===== src/rtl/clock_pkg.sv =====
// Shared types and constants for the time-of-day controller.
package clock_pkg;

  localparam int unsigned SEC_PER_DAY = 86400;
  localparam int unsigned H_MAX       = 23;
  localparam int unsigned MS_MAX      = 59;
  localparam int unsigned SEC_PER_H   = 3600;
  localparam int unsigned SEC_PER_M   = 60;
  localparam int unsigned DAY_W       = $clog2(SEC_PER_DAY);
  localparam int unsigned H_W         = $clog2(H_MAX + 1);
  localparam int unsigned MS_W        = $clog2(MS_MAX + 1);
  localparam int unsigned MP_W        = 12;

  // Encoding doubles as the edit_sel display hint.
  typedef enum logic [1:0] {
    RUN   = 2'd0,
    SET_H = 2'd1,
    SET_M = 2'd2,
    SET_S = 2'd3
  } tc_state_t;

  // h*3600 + m*60 + s with products sized so nothing is truncated.
  function automatic logic [DAY_W-1:0] to_sec(input logic [H_W-1:0]  h,
                                              input logic [MS_W-1:0] m,
                                              input logic [MS_W-1:0] s);
    logic [DAY_W-1:0] h_prod;
    logic [MP_W-1:0]  m_prod;
    h_prod = DAY_W'(h) * DAY_W'(SEC_PER_H);
    m_prod = MP_W'(m) * MP_W'(SEC_PER_M);
    return h_prod + DAY_W'(m_prod) + DAY_W'(s);
  endfunction

endpackage


===== src/rtl/wrap_counter.sv =====
// Modulo-(MAX+1) up/down counter with a look-ahead next value and carry-out.
module wrap_counter
  import clock_pkg::*;
#(
  parameter int unsigned MAX = 59,
  localparam int unsigned W  = $clog2(MAX + 1)
) (
  input  logic         clk,
  input  logic         rst_n,
  input  logic         inc,
  input  logic         dec,
  input  logic         clr,
  output logic [W-1:0] value,
  output logic [W-1:0] next_c,
  output logic         carry_c
);

  logic [W-1:0] value_q;
  logic [W-1:0] value_d;

  // Simultaneous inc and dec cancel; clr dominates.
  always_comb begin
    value_d = value_q;
    if (clr) begin
      value_d = '0;
    end else if (inc && !dec) begin
      value_d = (value_q == W'(MAX)) ? '0 : value_q + W'(1);
    end else if (dec && !inc) begin
      value_d = (value_q == '0) ? W'(MAX) : value_q - W'(1);
    end
  end

  always_ff @(posedge clk or negedge rst_n) begin
    if (!rst_n) begin
      value_q <= '0;
    end else begin
      value_q <= value_d;
    end
  end

  assign value   = value_q;
  assign next_c  = value_d;
  assign carry_c = inc && !dec && !clr && (value_q == W'(MAX));

endmodule


===== src/rtl/time_ctrl.sv =====
// Time-of-day keeper with a mode/inc/dec field editor; drives seconds-of-day
// plus field-select and setting hints for the display.
module time_ctrl
  import clock_pkg::*;
#(
  parameter int unsigned SEC_W = 17
) (
  input  logic             clk,
  input  logic             rst_n,
  input  logic             tick_1hz,
  input  logic             btn_mode,
  input  logic             btn_inc,
  input  logic             btn_dec,
  output logic [SEC_W-1:0] seconds,
  output logic [1:0]       edit_sel,
  output logic             setting
);

  tc_state_t        state_q;
  tc_state_t        state_d;
  logic [SEC_W-1:0] seconds_q;

  logic             edit_ok_c;
  logic             run_tick_c;
  logic             h_inc_c, h_dec_c, m_inc_c, m_dec_c, s_inc_c, s_dec_c;
  logic             h_carry_c, m_carry_c, s_carry_c;
  logic [H_W-1:0]   h_val, h_nxt_c;
  logic [MS_W-1:0]  m_val, m_nxt_c, s_val, s_nxt_c;

  always_ff @(posedge clk or negedge rst_n) begin
    if (!rst_n) begin
      state_q <= RUN;
    end else begin
      state_q <= state_d;
    end
  end

  always_comb begin
    state_d = state_q;
    if (btn_mode) begin
      case (state_q)
        RUN:     state_d = SET_H;
        SET_H:   state_d = SET_M;
        SET_M:   state_d = SET_S;
        SET_S:   state_d = RUN;
        default: state_d = RUN;
      endcase
    end
  end

  always_comb begin
    edit_sel = state_q;
    setting  = (state_q != RUN);
  end

  // Mode press discards edits; inc with dec together cancels. Ticks only count in RUN.
  always_comb begin
    edit_ok_c  = !btn_mode && (btn_inc ^ btn_dec);
    run_tick_c = (state_q == RUN) && tick_1hz;
    s_inc_c    = run_tick_c || ((state_q == SET_S) && edit_ok_c && btn_inc);
    s_dec_c    = (state_q == SET_S) && edit_ok_c && btn_dec;
    m_inc_c    = (run_tick_c && s_carry_c) || ((state_q == SET_M) && edit_ok_c && btn_inc);
    m_dec_c    = (state_q == SET_M) && edit_ok_c && btn_dec;
    h_inc_c    = (run_tick_c && m_carry_c) || ((state_q == SET_H) && edit_ok_c && btn_inc);
    h_dec_c    = (state_q == SET_H) && edit_ok_c && btn_dec;
  end

  wrap_counter #(.MAX(MS_MAX)) u_sec (
    .clk     (clk),
    .rst_n   (rst_n),
    .inc     (s_inc_c),
    .dec     (s_dec_c),
    .clr     (1'b0),
    .value   (s_val),
    .next_c  (s_nxt_c),
    .carry_c (s_carry_c)
  );

  wrap_counter #(.MAX(MS_MAX)) u_min (
    .clk     (clk),
    .rst_n   (rst_n),
    .inc     (m_inc_c),
    .dec     (m_dec_c),
    .clr     (1'b0),
    .value   (m_val),
    .next_c  (m_nxt_c),
    .carry_c (m_carry_c)
  );

  wrap_counter #(.MAX(H_MAX)) u_hour (
    .clk     (clk),
    .rst_n   (rst_n),
    .inc     (h_inc_c),
    .dec     (h_dec_c),
    .clr     (1'b0),
    .value   (h_val),
    .next_c  (h_nxt_c),
    .carry_c (h_carry_c)
  );

  // Built from the counters' next values so seconds stays coherent with the fields.
  always_ff @(posedge clk or negedge rst_n) begin
    if (!rst_n) begin
      seconds_q <= '0;
    end else if (run_tick_c && h_carry_c) begin
      seconds_q <= '0;
    end else begin
      seconds_q <= SEC_W'(to_sec(h_nxt_c, m_nxt_c, s_nxt_c));
    end
  end

  assign seconds = seconds_q;

  logic unused_c;
  assign unused_c = ^{h_val, m_val, s_val};

endmodule


===== config.mk =====
export PLATFORM = sky130hd
export DESIGN_NAME = time_ctrl
export DESIGN_NICKNAME = d
export VERILOG_FILES = /design/src/rtl/clock_pkg.sv /design/src/rtl/wrap_counter.sv /design/src/rtl/time_ctrl.sv
export SDC_FILE = /design/constraint.sdc
export NUM_CORES = 1
export LEC_CHECK = 0
export ABC_AREA = 1
export CAP_MARGIN = 0
export CELL_PAD_IN_SITES_DETAIL_PLACEMENT = 0
export CELL_PAD_IN_SITES_GLOBAL_PLACEMENT = 1
export CORE_AREA = 2 2 112 81
export CTS_BUF_LIST = sky130_fd_sc_hd__clkbuf_4
export DETAILED_ROUTE_END_ITERATION = 8
export DIE_AREA = 0 0 114 83
export DONT_BUFFER_PORTS = 1
export PLACE_DENSITY_LB_ADDON = 0.1
export SLEW_MARGIN = 25
export SYNTH_ARGS = -nofsm -noshare
export SYNTH_HDL_FRONTEND = slang
export SYNTH_SLANG_ARGS = --single-unit

===== constraint.sdc =====
create_clock -name clk -period 6.6 [get_ports clk]
set_input_delay 1.32 -clock clk [delete_from_list [all_inputs] [get_ports clk]]
set_output_delay 1.32 -clock clk [all_outputs]
set_load 0.03 [all_outputs]

==> results.sh <==
export IMPL_areaGrowthSynthToFinish_pct=4.984
export IMPL_fin_crit_ns=5.978
export IMPL_clock_path_buffers=2
export IMPL_synth_compound_area_frac=0.09128
export IMPL_worst_slack_ns=0.6224
export IMPL_arrival_ns=6.23
export IMPL_ant_nets=0
export IMPL_hold_class="input port to asynchronous set/reset pin"
export IMPL_worst_slew_pin_slew_ns=0.7301
export IMPL_vias=3368
export IMPL_drt_pass1_iter_count=4
export IMPL_io_pins=26
export IMPL_start_util=0.4817
export IMPL_fin_tns_setup_ns=0
export IMPL_grt_pass1_vias=3163
export IMPL_wl_per_cell_um=14.20
export IMPL_wl_mm=9.387
export IMPL_synthCells=550
export IMPL_postCtsHoldBufs=0
export IMPL_skew_ns=0.01756
export IMPL_syn_num_nets=630
export IMPL_grt_overflow=0
export IMPL_synth_mux_area_frac=0
export IMPL_synth_top_family_by_area="simple AND/OR/NAND/NOR gates"
export IMPL_rows=28
export IMPL_cts_setup_buffers=0
export IMPL_synthesis_area_um2=4016
export IMPL_critPathBufInv=4
export IMPL_synth_simple_area_share=0.2710
export IMPL_hold_violations=0
export IMPL_fmax_ghz=0.1673
export IMPL_slowest_delay_ns=0.49
export IMPL_crit_top_cell="nand2_1"
export IMPL_cp_top_family="simple AND/OR/NAND/NOR gates"
export IMPL_status="finished, final reports clean"
export IMPL_startpoint_type="input port"
export IMPL_synthAdderAreaFrac=0.2492
export IMPL_grt_antenna_before_repair=0
export IMPL_drv_slew=0
export IMPL_grt_max_degree=37
export IMPL_grt_usage=0.2107
export IMPL_finalCritPeriodShare=0.9057
export IMPL_ys_types=38
export IMPL_numCtsBuffers=5
export IMPL_drive_above_1_share=0.06115
export IMPL_cts_max_level=2
export IMPL_fillerInstances=867
export IMPL_final_util=0.5057
export IMPL_dominantRegCellSynth="dfrtp_1"
export IMPL_clk_pin_slew_ns=0.13
export IMPL_dp_slack_ns=0.2583
export IMPL_cp_slowest_cell="fa_1"
export IMPL_syn_avg_cell_area_um2=7.302
export IMPL_async_reset_ff_frac=1.000
export IMPL_layout_commonest_cell="nand2_1"
export IMPL_fin_nets=635
export IMPL_core_area_um2=8338
export IMPL_stdcell_count=661
export IMPL_yosys_warnings=0
export IMPL_synth_seq_area_share=0.2243
export IMPL_antenna_cells=0
export IMPL_clock_sinks=36
export IMPL_dr_first_iter_drc_count=155
export IMPL_layout_common_cells="nand2_1 (118), inv_1 (102), ha_1 (64)"
export IMPL_die_area_um2=9462
export IMPL_synth_seq_cells=36
export IMPL_cts_resized=0
export IMPL_cp_required_ns=6.85
export IMPL_die_w_um=114
export IMPL_gp_congestion=0.8644
export IMPL_finalSetupViolCount=0
export IMPL_cap_violations=0
export IMPL_viasPerCell=5.095
export IMPL_end_kind="register"
export IMPL_io_buffers=0
export IMPL_root_buffer="clkbuf_4"
export IMPL_hpwl_mm=7.683
export IMPL_tritoncts="built"
export IMPL_rsz0062_at_grt="no"
export IMPL_worstPathMaxFanout=12
export IMPL_synth_edf_count=0
export IMPL_synth_xor_area_share=0.05670
export IMPL_clock_latency_ns=0.37
export IMPL_drc=0
export IMPL_critPathKind="input port to register"
export IMPL_dp_cells=653
export IMPL_die_height_um=83
export IMPL_grt_first_pass_wirelength_mm=15.93
export IMPL_max_slew_margin=0.5118
-- flip-flops by register name, indices dropped and copies added, names as in the netlist --
name,flops
edit_sel,2
seconds,17
u_hour.value,5
u_sec.value,6
u_min.value,6
-- cell families (layout without fill, tap and decap cells) --
| family | count (synthesis) | in the layout |
|---|---|---|
| adder cells (fa/ha/maj) | 74 | 74 |
| buffers and inverters | 112 | 118 |
| XOR/XNOR | 26 | 26 |
| AO/OA/AOI/OAI | 62 | 62 |
| AND/OR/NAND/NOR | 240 | 240 |
| flip-flops | 36 | 36 |
-- through the flow --
| stage | instance area (um2) | hold slack [ns] |
|---|---|---|
| finish | 4217 | 0.6151 |
| global route | 4217 | 0.5865 |
| CTS | 4217 | 0.5944 |
| detailed placement | 4136 | 0.6319 |
| global placement | 4136 | 0.6315 |
| floorplan | 4016 | 0.5541 |
-- cell usage after synthesis (3+ instances only) --
cell     count  area, um2
nand2_2      3      18.77
nand4_1     22      137.6
xnor2_1      9      78.83
or2_2        4      25.02
nor2_1      37      138.9
fa_1        10      200.2
a21oi_1     21      105.1
nand3_1     42      210.2
xor2_1      17      148.9
ha_1        64      800.8
a31oi_1      4      25.02
dfrtp_1     36      900.9
nor3_1       5      25.02
nand2_1    118      442.9
o21ai_0     21      105.1
inv_1      102      382.9
buf_2        3      15.01
inv_2        6      22.52
o31ai_1      3      22.52
-- worst register-to-register path: cells and delay by family, from the launching register on --
kind            cells  cell delay [ns]
fa+ha+maj           6             1.96
flops               1             0.54
simple gates       17             2.35
xor+xnor            2             0.28
compound gates      2             0.32
buf+inv             4             0.31
-- worst paths after layout --
| check | start | depth (start not counted) | endpoint | slack, ns |
|---|---|---|---|---|
| setup / recovery | btn_mode | 30 | seconds[14]$_DFF_PN0_ | 0.62 |
| hold / removal | rst_n | 0 | u_hour.value[4]$_DFF_PN0_ | 0.62 |
| setup reg to reg | edit_sel[0]$_DFFE_PN0P_ | 31 | seconds[14]$_DFF_PN0_ | 0.71 |
| hold reg to reg | u_sec.value[0]$_DFF_PN0_ | 1 | u_sec.value[0]$_DFF_PN0_ | 0.65 |
| max in group asynchronous | rst_n | 0 | seconds[8]$_DFF_PN0_ | 5.88 |
| min in group clk | u_sec.value[0]$_DFF_PN0_ | 1 | u_sec.value[0]$_DFF_PN0_ | 0.65 |
-- routing by layer --
layer  wire length [um]  up-vias  part of all wire  GRT usage
met3                246        8             0.026    0.03139
met2               3647       52              0.39     0.2895
met1               5410     1523              0.58     0.3418
met5                  0        -                 0          0
li1                   -     1785                 -          -
met4                 82        0            0.0087    0.04324
-- layout make-up --
class,count,area [um2],area share
Multi-Input combinational cell,402,2684,0.6365
Tap cell,105,131.4,0.03116
Timing Repair Buffer,2,15.01,0.003561
Inverter,108,405.4,0.09614
Sequential cell,36,900.9,0.2137
Clock buffer,6,45.04,0.01068
Clock inverter,2,35.03,0.008309
Power is not shown: default switching activity piles up to over one toggle a cycle in this logic, so the estimate is an artifact.
==> patch 1: new RTL, same settings <==
Put a register stage on the output `setting`, with the module's reset. The value now appears one clock later. The other outputs are not delayed to match.
--- a/src/rtl/time_ctrl.sv
+++ b/src/rtl/time_ctrl.sv
@@ -15,6 +15,8 @@
   output logic [1:0]       edit_sel,
   output logic             setting
 );
+
+  logic setting_d;
 
   tc_state_t        state_q;
   tc_state_t        state_d;
@@ -50,7 +52,7 @@
 
   always_comb begin
     edit_sel = state_q;
-    setting  = (state_q != RUN);
+    setting_d = (state_q != RUN);
   end
 
   // Mode press discards edits; inc with dec together cancels. Ticks only count in RUN.
@@ -114,5 +116,13 @@
   logic unused_c;
   assign unused_c = ^{h_val, m_val, s_val};
 
+  always_ff @(posedge clk or negedge rst_n) begin
+    if (!rst_n) begin
+      setting <= '0;
+    end else begin
+      setting <= setting_d;
+    end
+  end
+
 endmodule
 
Function: changed (Yosys sat finds a counterexample within 4 cycles, from zero or initial values and one cycle with rst_n low).
==> patch 1 against the unedited design <==
  * Count of clock-buffer cells in the layout is 1 lower
  * First-iteration DRC count is 42% higher
  * Core utilization is 0.62 points higher
  * Largest cell class unchanged
  * Area after synthesis is 0.62% higher
  * Routed wire length is 4.0% lower
  * Critical path depth stayed put
  * Sequential cell count is 1 higher
  * Final area is 1.2% higher
  * Worst setup slack worse by 16 ps
  * Via count is 0.15% higher
  * Highest routed layer unchanged
  * Critical path type unchanged
Power is left out: the tool's default activity adds up to more than one toggle a clock period on the data nets, which glitch-free logic cannot reach.
==> patch 1: results (changes against the unedited design) <==
INFO  grt            grt_use_met2=26.6% [-2.3 points]
INFO  cells_and_area num-nets-final=636 [+0.16%]
INFO  placed_design  gp_congestion=0.865 [about the same]
INFO  placed_design  dp_hpwl=7.39mm [-3.9%]
INFO  grt            first_global_vias=3029 [-4.2%]
INFO  synthesis      synth-adder-area-share=24.8% [-0.15 points]
INFO  synthesis      synth_common_cells=sky130_fd_sc_hd__nand2_1 (118), sky130_fd_sc_hd__inv_1 (102), sky130_fd_sc_hd__ha_1 (64)
INFO  grt            sum_of_overflow_across_all_layers_after_global_routing=0 [unchanged]
INFO  placed_design  place_area=4160um^2 [+0.60%]
INFO  routing        dr.first_iter.drc_count=220 [+42%]
INFO  timing         worst-slew-pin-transition=699ps [-30.8 ps]
INFO  routing        detailroute.wirelength.met3=357um [+45%]
INFO  timing         timing.clock.skew=10.0ps [-7.53 ps]
INFO  cells_and_area register_area=926um^2 [+2.8%]
INFO  routing        route.detailed.wl_per_inst=13.6um [-4.2%]
INFO  grt            globalRouteMet1Util=33.4% [-0.79 points]
INFO  routing        num_vias=3373 [+0.15%]
INFO  synthesis      synth_compound_gate_area_share=9.07% [-0.057 points]
INFO  routing        wl_met1=5.11mm [-5.5%]
INFO  synthesis      synthesis.nets=631 [+0.16%]
INFO  grt            grt_first_pass_wirelength=15.2mm [-4.6%]
INFO  synthesis      synth_seq_area_share=22.9% [+0.48 points]
INFO  synthesis      post_synth_main_area_contributors=sky130_fd_sc_hd__dfrtp_1 (23%), sky130_fd_sc_hd__ha_1 (20%), sky130_fd_sc_hd__nand2_1 (11%)
INFO  grt            globalRouteMet3Util=4.16% [+1.0 points]
INFO  synthesis      synth-xor-area-share=5.63% [-0.035 points]
INFO  cells_and_area drive_gt1_share=6.10% [-0.011 points]
INFO  cells_and_area fillCellCount=836 [-3.6%]
INFO  routing        wl_met2=3.49mm [-4.3%]
INFO  setup_path     cp.arrival=6260ps [+30 ps]
INFO  grt            global_route.usage.total=20.1% [-0.95 points]
INFO  grt            grt_max_degree=38 [+2.7%]
INFO  cts            post_cts_resized=0 [unchanged]
INFO  status         run_status=complete, no violations
-- patch 1: final timing paths --
check	from	endpoint	slack, ps	depth (start not counted)
max reg2reg	edit_sel[0]	seconds[14]	620	31
max	btn_mode	seconds[14]	610	30
min in group clk	u_sec.value[0]	u_sec.value[0]	650	1
min reg2reg	u_sec.value[0]	u_sec.value[0]	650	1
min	rst_n	seconds[11]	620	0
max in group asynchronous	rst_n	u_sec.value[4]	5890	0
-- patch 1: per-stage QoR --
| stage | setup slack, ps | std cells | hold slack, ps |
|---|---|---|---|
| after floorplan | 734 | 551 | 554 |
| after global placement | 385 | 654 | 609 |
| after detailed placement | 224 | 654 | 620 |
| after CTS | 587 | 662 | 602 |
| after global routing | 109 | 662 | 589 |
| final | 606 | 662 | 618 |
-- patch 1: final cells by class --
type                       instances  area share, %
clock buffer                       5          0.880
clock inverter                     3           1.61
inverter                         108           9.50
multi-input combinational        402           62.9
sequential                        37           21.7
tap                              105           3.08
timing repair buffer               2          0.352
==> patch 2: new RTL, config.mk and constraints unchanged <==
Made on the original files. The package constant `H_MAX` goes from 23 to 46.
--- a/src/rtl/clock_pkg.sv
+++ b/src/rtl/clock_pkg.sv
@@ -2,7 +2,7 @@
 package clock_pkg;
 
   localparam int unsigned SEC_PER_DAY = 86400;
-  localparam int unsigned H_MAX       = 23;
+  localparam int unsigned H_MAX       = 46;
   localparam int unsigned MS_MAX      = 59;
   localparam int unsigned SEC_PER_H   = 3600;
   localparam int unsigned SEC_PER_M   = 60;
Behaviour: not the same (Yosys sat finds a counterexample within 4 cycles, from zero or initial values and one cycle with rst_n low).
==> patch 2 against the unedited design <==
  * First-iteration DRC count rose by 30%
  * Sequential share of layout area fell by 0.34 points
  * Final area rose by 4.5%
  * Global-route usage fell by 0.65 points
  * Die area did not move
  * Worst setup slack got worse by 180 ps
  * Routed wire length fell by 2.6%
  * Area after synthesis rose by 5.6%
  * Sequential cell count rose by 1
  * Core utilization rose by 2.3 points
Power is not shown: default switching activity piles up to over one toggle a cycle in this logic, so the estimate is an artifact.
==> patch 2: results (changes against the unedited design) <==
INFO  cts            clock_sink_count=37 [+2.8%]
INFO  synthesis      synth_seq_area_share=21.8% [-0.61 points]
INFO  grt            grt_max_degree=38 [+2.7%]
INFO  cells_and_area clock_cell_share_of_area=1.14% [-0.76 points]
INFO  synthesis      synth_compound_gate_area_share=8.08% [-1.0 points]
INFO  grt            global_route.usage.total=20.4% [-0.65 points]
INFO  synthesis      synthesis.nets=664 [+5.4%]
INFO  setup_path     worst_path_largest_cell_delay=590ps [+100 ps]
INFO  grt            first_global_vias=3259 [+3.0%]
INFO  synthesis      post_synth_main_area_contributors=sky130_fd_sc_hd__dfrtp_1 (22%), sky130_fd_sc_hd__ha_1 (20%), sky130_fd_sc_hd__nand2_1 (12%)
INFO  synthesis      synth-xor-area-share=5.37% [-0.30 points]
INFO  cells_and_area num-nets-final=668 [+5.2%]
INFO  setup_path     critical_path.reg2reg.endpoint=seconds[16]
INFO  setup_path     worstRegToRegCells=30 [-3.2%]
INFO  cells_and_area register_area=926um^2 [+2.8%]
INFO  setup_path     cp.arrival=6440ps [+210 ps]
INFO  status         run_status=complete, no violations
INFO  cells_and_area bufAreaShareNonClock=0% [-0.36 points]
INFO  timing         timing.clock.skew=9.57ps [-8.00 ps]
INFO  setup_path     regToRegSetupSlack=460ps [-250 ps]
INFO  routing        drt_wl_total=9.14mm [-2.6%]
INFO  routing        dr.first_iter.drc_count=202 [+30%]
INFO  cells_and_area layout.clock_buffers=5 [-1]
INFO  cells_and_area drive_gt1_share=4.99% [-1.1 points]
INFO  cells_and_area fillCellCount=844 [-2.7%]
INFO  cts            clkLatencyLatePin=340ps [-30 ps]
INFO  cells_and_area nonclk_buf_count=0 [-2]
INFO  cells_and_area layout.non_clock_inverters=113 [+4.6%]
INFO  placed_design  dp_hpwl=7.45mm [-3.0%]
INFO  setup_path     critPathTopFamily=adder cells
INFO  synthesis      synth_common_cells=sky130_fd_sc_hd__nand2_1 (132), sky130_fd_sc_hd__inv_1 (109), sky130_fd_sc_hd__ha_1 (67)
INFO  cells_and_area layout.comb_gates.multi_input=423 [+5.2%]
INFO  setup_path     cp-startpoint=tick_1hz
[patch 2: changes by cell type in the layout (fill, tap and decap cells not counted), sizes merged, moves of 4 or more]
cell and change:
nand2 +14, fa +5, inv +5, nand4 -5
a21oi -4, nor3 +4, o21ai +4
[patch 2: through the flow]
| step | util (%) | setup WS, ps | cell area, um^2 | hold WS, ps | instances |
|---|---|---|---|---|---|
| 5_1_grt | 52.8 | 36.5 | 4400 | 604 | 686 |
| 6_report | 52.8 | 440 | 4400 | 646 | 686 |
| 4_1_cts | 52.8 | 476 | 4400 | 630 | 686 |
| 3_3_place_gp | 52.2 | 182 | 4350 | 627 | 678 |
| 3_5_place_dp | 52.2 | 124 | 4350 | 631 | 678 |
| 2_1_floorplan | - | 726 | 4240 | 563 | 576 |
[patch 2: routing by layer]
layer	share of wire [%]	global-route usage, %
met1	56	32.8
met2	41	28.9
met3	3.1	3.36
met4	0.42	2.99
met5	0	0
